`config.mk`:
```
export PLATFORM = sky130hd
export DESIGN_NAME = secuenciador_fetch
export DESIGN_NICKNAME = d
export VERILOG_FILES = /design/src/rtl/secuenciador_fetch_pkg.sv /design/src/rtl/secuenciador_fetch_marcador.sv /design/src/rtl/secuenciador_fetch.sv
export SDC_FILE = /design/constraint.sdc
export NUM_CORES = 1
export LEC_CHECK = 0
export CAP_MARGIN = 30
export CORE_MARGIN = 1
export CORE_UTILIZATION = 40
export CTS_CLUSTER_DIAMETER = 50
export DETAILED_ROUTE_END_ITERATION = 10
export PLACE_DENSITY = 0.73
export SYNTH_ARGS = -nofsm -noshare
export SYNTH_HDL_FRONTEND = slang
export SYNTH_SLANG_ARGS = --single-unit
```
`constraint.sdc`:
```
create_clock -name clk_sf -period 4 [get_ports clk_sf]
set_clock_uncertainty 0.15 [all_clocks]
set_input_delay 0.8 -clock clk_sf [delete_from_list [all_inputs] [get_ports clk_sf]]
set_output_delay 0.8 -clock clk_sf [all_outputs]
set_load 0.05 [all_outputs]
```
`src/rtl/secuenciador_fetch_pkg.sv`:
```
// Shared definitions for the fetch/issue controller: opcodes, FSM states,
// the bubble word and the branch-target helper.
package secuenciador_fetch_pkg;

    localparam logic [5:0] OP_RTYPE = 6'h00;
    localparam logic [5:0] OP_J     = 6'h02;
    localparam logic [5:0] OP_BEQ   = 6'h04;
    localparam logic [5:0] OP_ADDI  = 6'h08;
    localparam logic [5:0] OP_SLTI  = 6'h0A;
    localparam logic [5:0] OP_ANDI  = 6'h0C;
    localparam logic [5:0] OP_ORI   = 6'h0D;
    localparam logic [5:0] OP_LW    = 6'h23;
    localparam logic [5:0] OP_SW    = 6'h2B;

    // All-zero word decodes as an R-type writing $0, so it is a safe bubble.
    localparam logic [31:0] NOP_WORD = 32'h0000_0000;

    typedef enum logic {
        FETCH   = 1'b0,
        BR_WAIT = 1'b1
    } state_t;

    // Branch target relative to the sequential PC; wraps modulo 2^32.
    function automatic logic [31:0] branch_target(input logic [31:0] pc4,
                                                   input logic [15:0] imm16);
        return pc4 + {{14{imm16[15]}}, imm16, 2'b00};
    endfunction

endpackage

```
`src/rtl/secuenciador_fetch_marcador.sv`:
```
// Pending-write scoreboard: a WB_LAT-deep shift line of {valid, wa} that
// reports whether either source register is still waiting for write-back.
module marcador_escritura
    import secuenciador_fetch_pkg::*;
#(
    parameter int WB_LAT = 2
) (
    input  logic       clk_i,
    input  logic       rst_i,
    input  logic       push_vld_i,
    input  logic [4:0] push_wa_i,
    input  logic [4:0] rs_i,
    input  logic       rs_use_i,
    input  logic [4:0] rt_i,
    input  logic       rt_use_i,
    output logic       hit_o
);

    logic [WB_LAT-1:0]      vld_q;
    logic [WB_LAT-1:0][4:0] wa_q;

    // Shift every clock; entry 0 is the write issued on the last edge.
    always_ff @(posedge clk_i or posedge rst_i) begin
        if (rst_i) begin
            vld_q <= '0;
            wa_q  <= '0;
        end else begin
            vld_q[0] <= push_vld_i && (push_wa_i != 5'd0);
            wa_q[0]  <= push_wa_i;
            for (int i = 1; i < WB_LAT; i++) begin
                vld_q[i] <= vld_q[i-1];
                wa_q[i]  <= wa_q[i-1];
            end
        end
    end

    // Match any live entry against the non-zero sources in use.
    always_comb begin
        hit_o = 1'b0;
        for (int i = 0; i < WB_LAT; i++) begin
            if (vld_q[i]) begin
                if (rs_use_i && (rs_i != 5'd0) && (rs_i == wa_q[i])) hit_o = 1'b1;
                if (rt_use_i && (rt_i != 5'd0) && (rt_i == wa_q[i])) hit_o = 1'b1;
            end
        end
    end

endmodule

```
`src/rtl/secuenciador_fetch.sv`:
```
// Fetch/issue controller: owns the PC, issues instructions or bubbles,
// stalls on RAW hazards against delayed write-back, resolves BEQ one cycle
// after issue and redirects on J.
module secuenciador_fetch
    import secuenciador_fetch_pkg::*;
#(
    parameter logic [31:0] RESET_PC = 32'h0000_0000,
    parameter int          WB_LAT   = 2
) (
    input  logic        clk_sf,
    input  logic        rst_sf,
    input  logic        en_sf,
    input  logic [31:0] imem_data_sf,
    input  logic        zero_sf,
    output logic [31:0] pc_sf,
    output logic [31:0] instr_sf,
    output logic        issue_sf,
    output logic        stall_sf,
    output logic        flush_sf
);

    state_t      state_q, state_d;
    logic [31:0] pc_q, pc_d;
    logic [31:0] tgt_q, seq_q;
    logic        br_capture;

    logic [5:0]  op;
    logic [4:0]  rs, rt, rd;
    logic        rs_use, rt_use;
    logic        dst_vld;
    logic [4:0]  dst_wa;
    logic        push_vld;
    logic        hazard;
    logic        run;
    logic [31:0] pc4;

    assign op     = imem_data_sf[31:26];
    assign rs     = imem_data_sf[25:21];
    assign rt     = imem_data_sf[20:16];
    assign rd     = imem_data_sf[15:11];
    assign pc4    = pc_q + 32'd4;
    assign pc_sf  = pc_q;
    // Nothing issues while reset is held, even before the edge clears state.
    assign run    = en_sf && !rst_sf;
    assign rs_use = (op != OP_J);
    assign rt_use = (op == OP_RTYPE) || (op == OP_BEQ) || (op == OP_SW);

    // Destination decode; $0 is dropped by the scoreboard.
    always_comb begin
        dst_vld = 1'b0;
        dst_wa  = 5'd0;
        case (op)
            OP_RTYPE: begin
                dst_vld = 1'b1;
                dst_wa  = rd;
            end
            OP_LW, OP_ADDI, OP_ANDI, OP_ORI, OP_SLTI: begin
                dst_vld = 1'b1;
                dst_wa  = rt;
            end
            default: ;
        endcase
    end

    marcador_escritura #(
        .WB_LAT(WB_LAT)
    ) u_marcador (
        .clk_i      (clk_sf),
        .rst_i      (rst_sf),
        .push_vld_i (push_vld),
        .push_wa_i  (dst_wa),
        .rs_i       (rs),
        .rs_use_i   (rs_use),
        .rt_i       (rt),
        .rt_use_i   (rt_use),
        .hit_o      (hazard)
    );

    // Next-state, next-PC and issue outputs.
    always_comb begin
        state_d    = state_q;
        pc_d       = pc_q;
        instr_sf   = NOP_WORD;
        issue_sf   = 1'b0;
        stall_sf   = 1'b0;
        flush_sf   = 1'b0;
        push_vld   = 1'b0;
        br_capture = 1'b0;
        case (state_q)
            FETCH: begin
                if (run) begin
                    if (hazard) begin
                        stall_sf = 1'b1;
                    end else begin
                        issue_sf = 1'b1;
                        instr_sf = imem_data_sf;
                        push_vld = dst_vld;
                        case (op)
                            OP_J:    pc_d = {pc4[31:28], imem_data_sf[25:0], 2'b00};
                            OP_BEQ: begin
                                state_d    = BR_WAIT;
                                br_capture = 1'b1;
                            end
                            default: pc_d = pc4;
                        endcase
                    end
                end
            end
            BR_WAIT: begin
                // Resolves regardless of en_sf so a branch is never left half-done.
                flush_sf = 1'b1;
                pc_d     = zero_sf ? tgt_q : seq_q;
                state_d  = FETCH;
            end
            default: state_d = FETCH;
        endcase
    end

    // Control state and PC.
    always_ff @(posedge clk_sf or posedge rst_sf) begin
        if (rst_sf) begin
            state_q <= FETCH;
            pc_q    <= RESET_PC;
        end else begin
            state_q <= state_d;
            pc_q    <= pc_d;
        end
    end

    // Branch candidates captured when a BEQ issues; only read in BR_WAIT.
    always_ff @(posedge clk_sf) begin
        if (br_capture) begin
            tgt_q <= branch_target(pc4, imem_data_sf[15:0]);
            seq_q <= pc4;
        end
    end

endmodule

```
==> results of run 1 <==
-- cell usage after synthesis (all sizes together), types with 13 or more instances --
| cell type | count | share of area |
|---|---|---|
| nand2 | 63 | 0.033 |
| edfxtp | 62 | 0.26 |
| xnor2 | 54 | 0.065 |
| a21oi | 51 | 0.035 |
| dfrtp | 45 | 0.16 |
| nor2 | 41 | 0.021 |
| ha | 37 | 0.064 |
| and2 | 33 | 0.029 |
| mux2i | 33 | 0.046 |
| o21ai | 32 | 0.023 |
| clkbuf | 30 | 0.016 |
| nand3 | 27 | 0.019 |
| nand4 | 20 | 0.017 |
| inv | 19 | 0.0099 |
| xor2 | 19 | 0.023 |
| nor3 | 15 | 0.010 |
| mux2 | 13 | 0.020 |
| nor2b | 13 | 0.011 |
-- where the power goes --
group | switching, uW | internal [uW] | leakage, uW
logic | 1400 | 973 | 0.00274
clock network | 408 | 555 | 0.000156
registers | 112 | 1370 | 0.00113
total | 1920 | 2900 | 0.00403
-- critical path: cells and delay by family --
kind | cells | cell delay [ps]
simple gates | 5 | 1040
buf+inv | 5 | 940
compound gates | 1 | 200
-- worst paths after layout --
kind / end / slack, ps / cells after the start
max: instr_sf[21] / 60 / 11
min reg2reg: u_marcador.vld_q[1] / 300 / 0
min: u_marcador.vld_q[1] / 300 / 0
max in group asynchronous: pc_sf[16] / 2380 / 3
min in group asynchronous: u_marcador.wa_q[9] / 890 / 3
max reg2reg: tgt_q[31] / 150 / 13
-- logic make-up after synthesis --
| kind of cell | Yosys count | share of synthesized area |
|---|---|---|
| simple gates | 251 | 0.181 |
| compound gates | 165 | 0.151 |
| flops | 107 | 0.414 |
| xor+xnor | 73 | 0.0885 |
| buf+inv | 58 | 0.0333 |
| mux | 46 | 0.0660 |
| fa+ha+maj | 38 | 0.0669 |
-- final cells by class --
class,instances,area (um2)
fillers,1408,7670
inverters,19,75.1
multi-input cells,573,4110
well taps,225,282
clock inverters,7,100
flip-flops and latches,107,2990
repair buffers,178,2030
clock buffers,9,225
-- timing repair --
item,4_1_cts,5_1_grt
pin swaps,5,4
endpoints found under the setup margin,33,30
buffers inserted,7,2
hold buffers,0,0
cloned,2,0
resized for setup,59,13
-- state kept, by name (all words and copies together), names as in the netlist --
name,cells
pc_sf,32
state_q,1
u_marcador.vld_q,2
u_marcador.wa_q,10
seq_q,30
tgt_q,32
-- per-layer routing --
layer	vias to the layer above	part of all wire	global-route usage
li1	3025	-	-
met1	3020	0.43	0.291
met2	253	0.48	0.375
met3	40	0.062	0.0287
met4	0	0.030	0.0864
met5	-	0	0
-- metrics by stage --
stage          worst slack [ps]  hold WS (ps)  area, um2  setup TNS, ps   util
6_report                   62.0           295       9810              0  0.561
5_1_grt                   -22.0           313       9810          -59.2  0.561
4_1_cts                    2.63           291       9760              0  0.558
3_5_place_dp               -160           275       9230          -3750  0.528
3_3_place_gp              -94.2           274       9210          -2210  0.527
2_1_floorplan              9.49           224       7240              0      -
==> flow_metrics.tcl, run 1 <==
set metrics [dict create \
    ant_nets 0 \
    syn_nets 812 \
    dp.cells 1091 \
    gp_congestion 0.936 \
    die_h_um 136 \
    cp_common_cell "buf_6" \
    syn_to_final_growth_pct 35.8 \
    via_per_inst 5.67 \
    slowest_delay_ps 470 \
    worstSkewPairLatency_ps 350 \
    layout_common_cells "65 x buf_4, 62 x nand2_1, 62 x edfxtp_1, 54 x clkdlybuf4s50_1, 53 x xnor2_1" \
    synth_top_flop_cell "edfxtp_1" \
    setup_viol 0 \
    port_buffers 102 \
    synth_seq_cells 107 \
    crit_start "imem_data_sf[18]" \
    crit_fanout 6 \
    min_from "u_marcador.vld_q[0]" \
    pin_count 103 \
    drt-initial-drc-count 540 \
    synth_edf_count 62 \
    period_share 0.984 \
    dr.pass1.iters 5 \
    grt-ovfl-total 0 \
    stdcell_count 1118 \
    die_w_um 136 \
    start_util 0.413 \
    cts_max_level 3 \
    wl_per_cell_um 18.1 \
    ctsRootBufferMaster "clkbuf_16" \
    p_leak_uw 0.00403 \
    dieArea_mm2 0.0186 \
    max_slew_margin 0.495 \
    core_area_mm2 0.0175 \
    yosys_warnings 0 \
    routed_wl_um 20200 \
    grt_pass1_vias 6092 \
    critPathCaptureType "output port" \
    avgSynthCellArea_um2 9.79 \
    antenna_found_initial 0 \
    cts_tree "yes" \
    worstMarginPinSlew_ps 757 \
    fmax_ghz 0.254 \
    grt_pass1_wl_um 31800 \
    clk_pin_slew_worst_paths_ps 70 \
    power_density_mw_per_mm2 491 \
    crit_chain "clkdlybuf4s50_1 > or4_4 > nor2_4 > nor3_2 > a32oi_4 > nor3b_4 > buf_6 > buf_8 > buf_6 > and2_4 > buf_12" \
    drive_above_1_share 0.212 \
    cts_made_buffers 9 \
    status "completed" \
    ys_seq_area_frac 0.414 \
    grt_max_degree 51 \
    row_count 48 \
    path_class "in -> out" \
    clockBufferDepth 2 \
    dpl.hpwl_um 14900 \
    grt_usage 0.223 \
    synthCells 738 \
    netlist_area_mm2 0.00722 \
    cp_slowest_cell "or4_4" \
    r2r_start "pc_sf[6]" \
    antenna_cells 0 \
    drv_cap 0 \
    hold_viol_final 0 \
    final_common_cell "buf_4" \
    startpoint_type "input pin" \
    vias 6338 \
    remaining_drc_errors 0 \
    ys_async_sr_fraction 0.421 \
    p_total_uw 4820 \
    drv_slew 0 \
    required_ps 3050 \
    layout.nets 962 \
    ir_drop_mv 0.371 \
    fin_crit_ps 3940 \
    hold_class "reg -> reg" \
    cts_num_sinks 107 \
    arrival_ps 2990 \
    synth.distinct_cells 64 \
]
Power figures use the tool's default switching activity.
==> run 2, diff against run 1 <==
Settings changed: ABC_AREA set to 1, PLACE_DENSITY 0.73 to 0.72, RECOVER_POWER set to 25.
==> flow_metrics.tcl, run 2 <==
set metrics [dict create \
    multi_input_area_mm2 0.00427 \
    vias 7653 \
    clockBufferDepth 2 \
    max_slew_margin 0.195 \
    row_count 50 \
    hold_buffers 0 \
    syn_nets 1172 \
    ir_drop_mv 0.251 \
    path_class "in -> out" \
    drv_cap 0 \
    yosys_warnings 0 \
    cts-resized-gates 0 \
    arrival_ps 2870 \
    dieArea_mm2 0.0202 \
    synth_top_area_cell "edfxtp_1" \
    drt-initial-drc-count 832 \
    hold_class "reg -> reg" \
    drv_slew 0 \
    layout_common_cells "294 x nand2_1, 147 x nor2_1, 118 x inv_1, 84 x nand3_1, 80 x o21ai_0" \
    dr.pass1.iters 6 \
    r2r_setup_slack_ps 260 \
    status "completed" \
    syn_to_final_growth_pct 20.0 \
    rsz0062_at_grt "false" \
    fillers 1899 \
    synth_top_flop_cell "edfxtp_1" \
    via_per_inst 5.25 \
    dp.cells 1442 \
    port_buffers 102 \
    synth_top_area_share 0.237 \
    cts_made_buffers 9 \
    stdcell_count 1458 \
    synthCells 1098 \
    regArea_mm2 0.00299 \
    wl_per_cell_um 17.1 \
    utilization 0.496 \
    layout.nets 1267 \
    r2r_start "pc_sf[2]" \
    period_share 0.954 \
    crit_cells 15 \
    worstHoldPathCells 2 \
    grt-ovfl-total 0 \
    cts_tree "yes" \
    critPathCaptureType "output port" \
    synthTopCellsByArea "edfxtp_1 24%, dfrtp_1 14%, nand2_1 14%" \
    crit_fanout 22 \
    grt_max_degree 64 \
    drive_above_1_share 0.0735 \
    remaining_drc_errors 0 \
    routed_wl_um 25000 \
    setup_viol 0 \
    holdWs_ps 307 \
    cts_max_level 3 \
    clk_pin_slew_worst_paths_ps 70 \
    final_common_cell "nand2_1" \
    cp_slowest_cell "clkdlybuf4s50_1" \
    die_h_um 142 \
    startpoint_type "input pin" \
    place_area_mm2 0.00913 \
    grt_pass1_wl_um 38900 \
    gp_congestion 0.985 \
    p_leak_uw 0.00441 \
    required_ps 3050 \
    ys_seq_area_frac 0.380 \
    synth_edf_count 62 \
    cts_setup_buffers 0 \
    grt_usage 0.255 \
    worstSkewPairLatency_ps 350 \
    path_buf_inv 5 \
    slowest_delay_ps 490 \
    crit_chain "clkdlybuf4s50_1 > inv_1 > nand2_1 > nand2_1 > nand3_1 > nor2_1 > nand2_1 > nand2_1 > nand2_2 > nand2_4 > nor2_4 > inv_2 > buf_12 > nor2_1 > buf_4" \
    core_area_mm2 0.0190 \
    avgSynthCellArea_um2 7.17 \
    critPathTopFamily "buffers and inverters" \
    grt_pass1_vias 6838 \
    min_from "tgt_q[0]" \
    fmax_ghz 0.262 \
    ys_async_sr_fraction 0.421 \
    die_w_um 142 \
    reg2reg_to "tgt_q[31]" \
    r2r_cells 13 \
    ant_nets 0 \
    ctsRootBufferMaster "clkbuf_16" \
    power_density_mw_per_mm2 464 \
    start_util 0.414 \
    pin_count 103 \
    worstMarginPinSlew_ps 1210 \
    dpl.hpwl_um 19900 \
    synth.distinct_cells 40 \
    fin_crit_ps 3820 \
    cts_num_sinks 107 \
    synth_seq_cells 107 \
    netlist_area_mm2 0.00787 \
    antenna_cells 0 \
    fin_area_mm2 0.00944 \
    yosys-top-cells-count "296 x nand2_1, 147 x nor2_1, 119 x inv_1" \
    min_to "pc_sf[0]" \
    hold_viol_final 0 \
    antenna_found_initial 1 \
    cp_common_cell "nand2_1" \
    finalSetupTns_ps 0 \
    synthMostInstantiatedCell "nand2_1" \
]
-- run 2: worst reg2reg max path, delay by kind of cell (launching register included) --
family / cells / cell delay [ps]
compound gates: 4 / 770
xor+xnor: 1 / 620
fa+ha+maj: 2 / 570
flops: 1 / 510
simple gates: 6 / 870
-- run 2: worst max path at each step --
stage	to	slack, ps	from
finish	instr_sf[4]	180	imem_data_sf[18]
global route	instr_sf[18]	20	imem_data_sf[19]
CTS	instr_sf[4]	200	imem_data_sf[18]
global placement	instr_sf[18]	200	imem_data_sf[18]
floorplan	seq_q[10]	-180	rst_sf
detailed placement	instr_sf[4]	210	imem_data_sf[18]
-- run 2: cell families after synthesis --
kind of cell             Yosys count  share of synthesized area
AO/OA/AOI/OAI                    174                      0.118
XOR/XNOR                          50                     0.0557
adder cells (fa/ha/maj)           38                     0.0614
buffers and inverters            155                     0.0814
flip-flops                       107                      0.380
AND/OR/NAND/NOR                  574                      0.304
-- run 2: layout make-up --
cell class | count | area share
clock buffer | 10 | 0.0253
clock inverter | 6 | 0.00689
inverter | 124 | 0.0497
multi-input combinational | 836 | 0.452
sequential | 107 | 0.317
tap | 260 | 0.0345
timing repair buffer | 115 | 0.115
-- run 2: metal layers --
| metal | global-route usage | vias up | part of all wire |
|---|---|---|---|
| met5 | 0 | - | 0 |
| met4 | 0.0645 | 0 | 0.013 |
| met3 | 0.0259 | 20 | 0.073 |
| met2 | 0.395 | 274 | 0.45 |
| met1 | 0.379 | 3578 | 0.47 |
| li1 | - | 3781 | - |
-- run 2: stage by stage --
| step | power, uW | worst slack, ps |
|---|---|---|
| after global placement | 3430 | 201 |
| after floorplan | 2790 | -178 |
| after CTS | 4360 | 196 |
| after detailed placement | 3450 | 211 |
| after global routing | 4630 | 20.5 |
| final | 4380 | 183 |
-- run 2: power breakdown --
group | leakage (uW) | internal (uW) | switching, uW
registers | 0.00115 | 1340 | 144
clock network | 0.000148 | 503 | 411
logic | 0.00312 | 632 | 1350
total | 0.00441 | 2470 | 1910
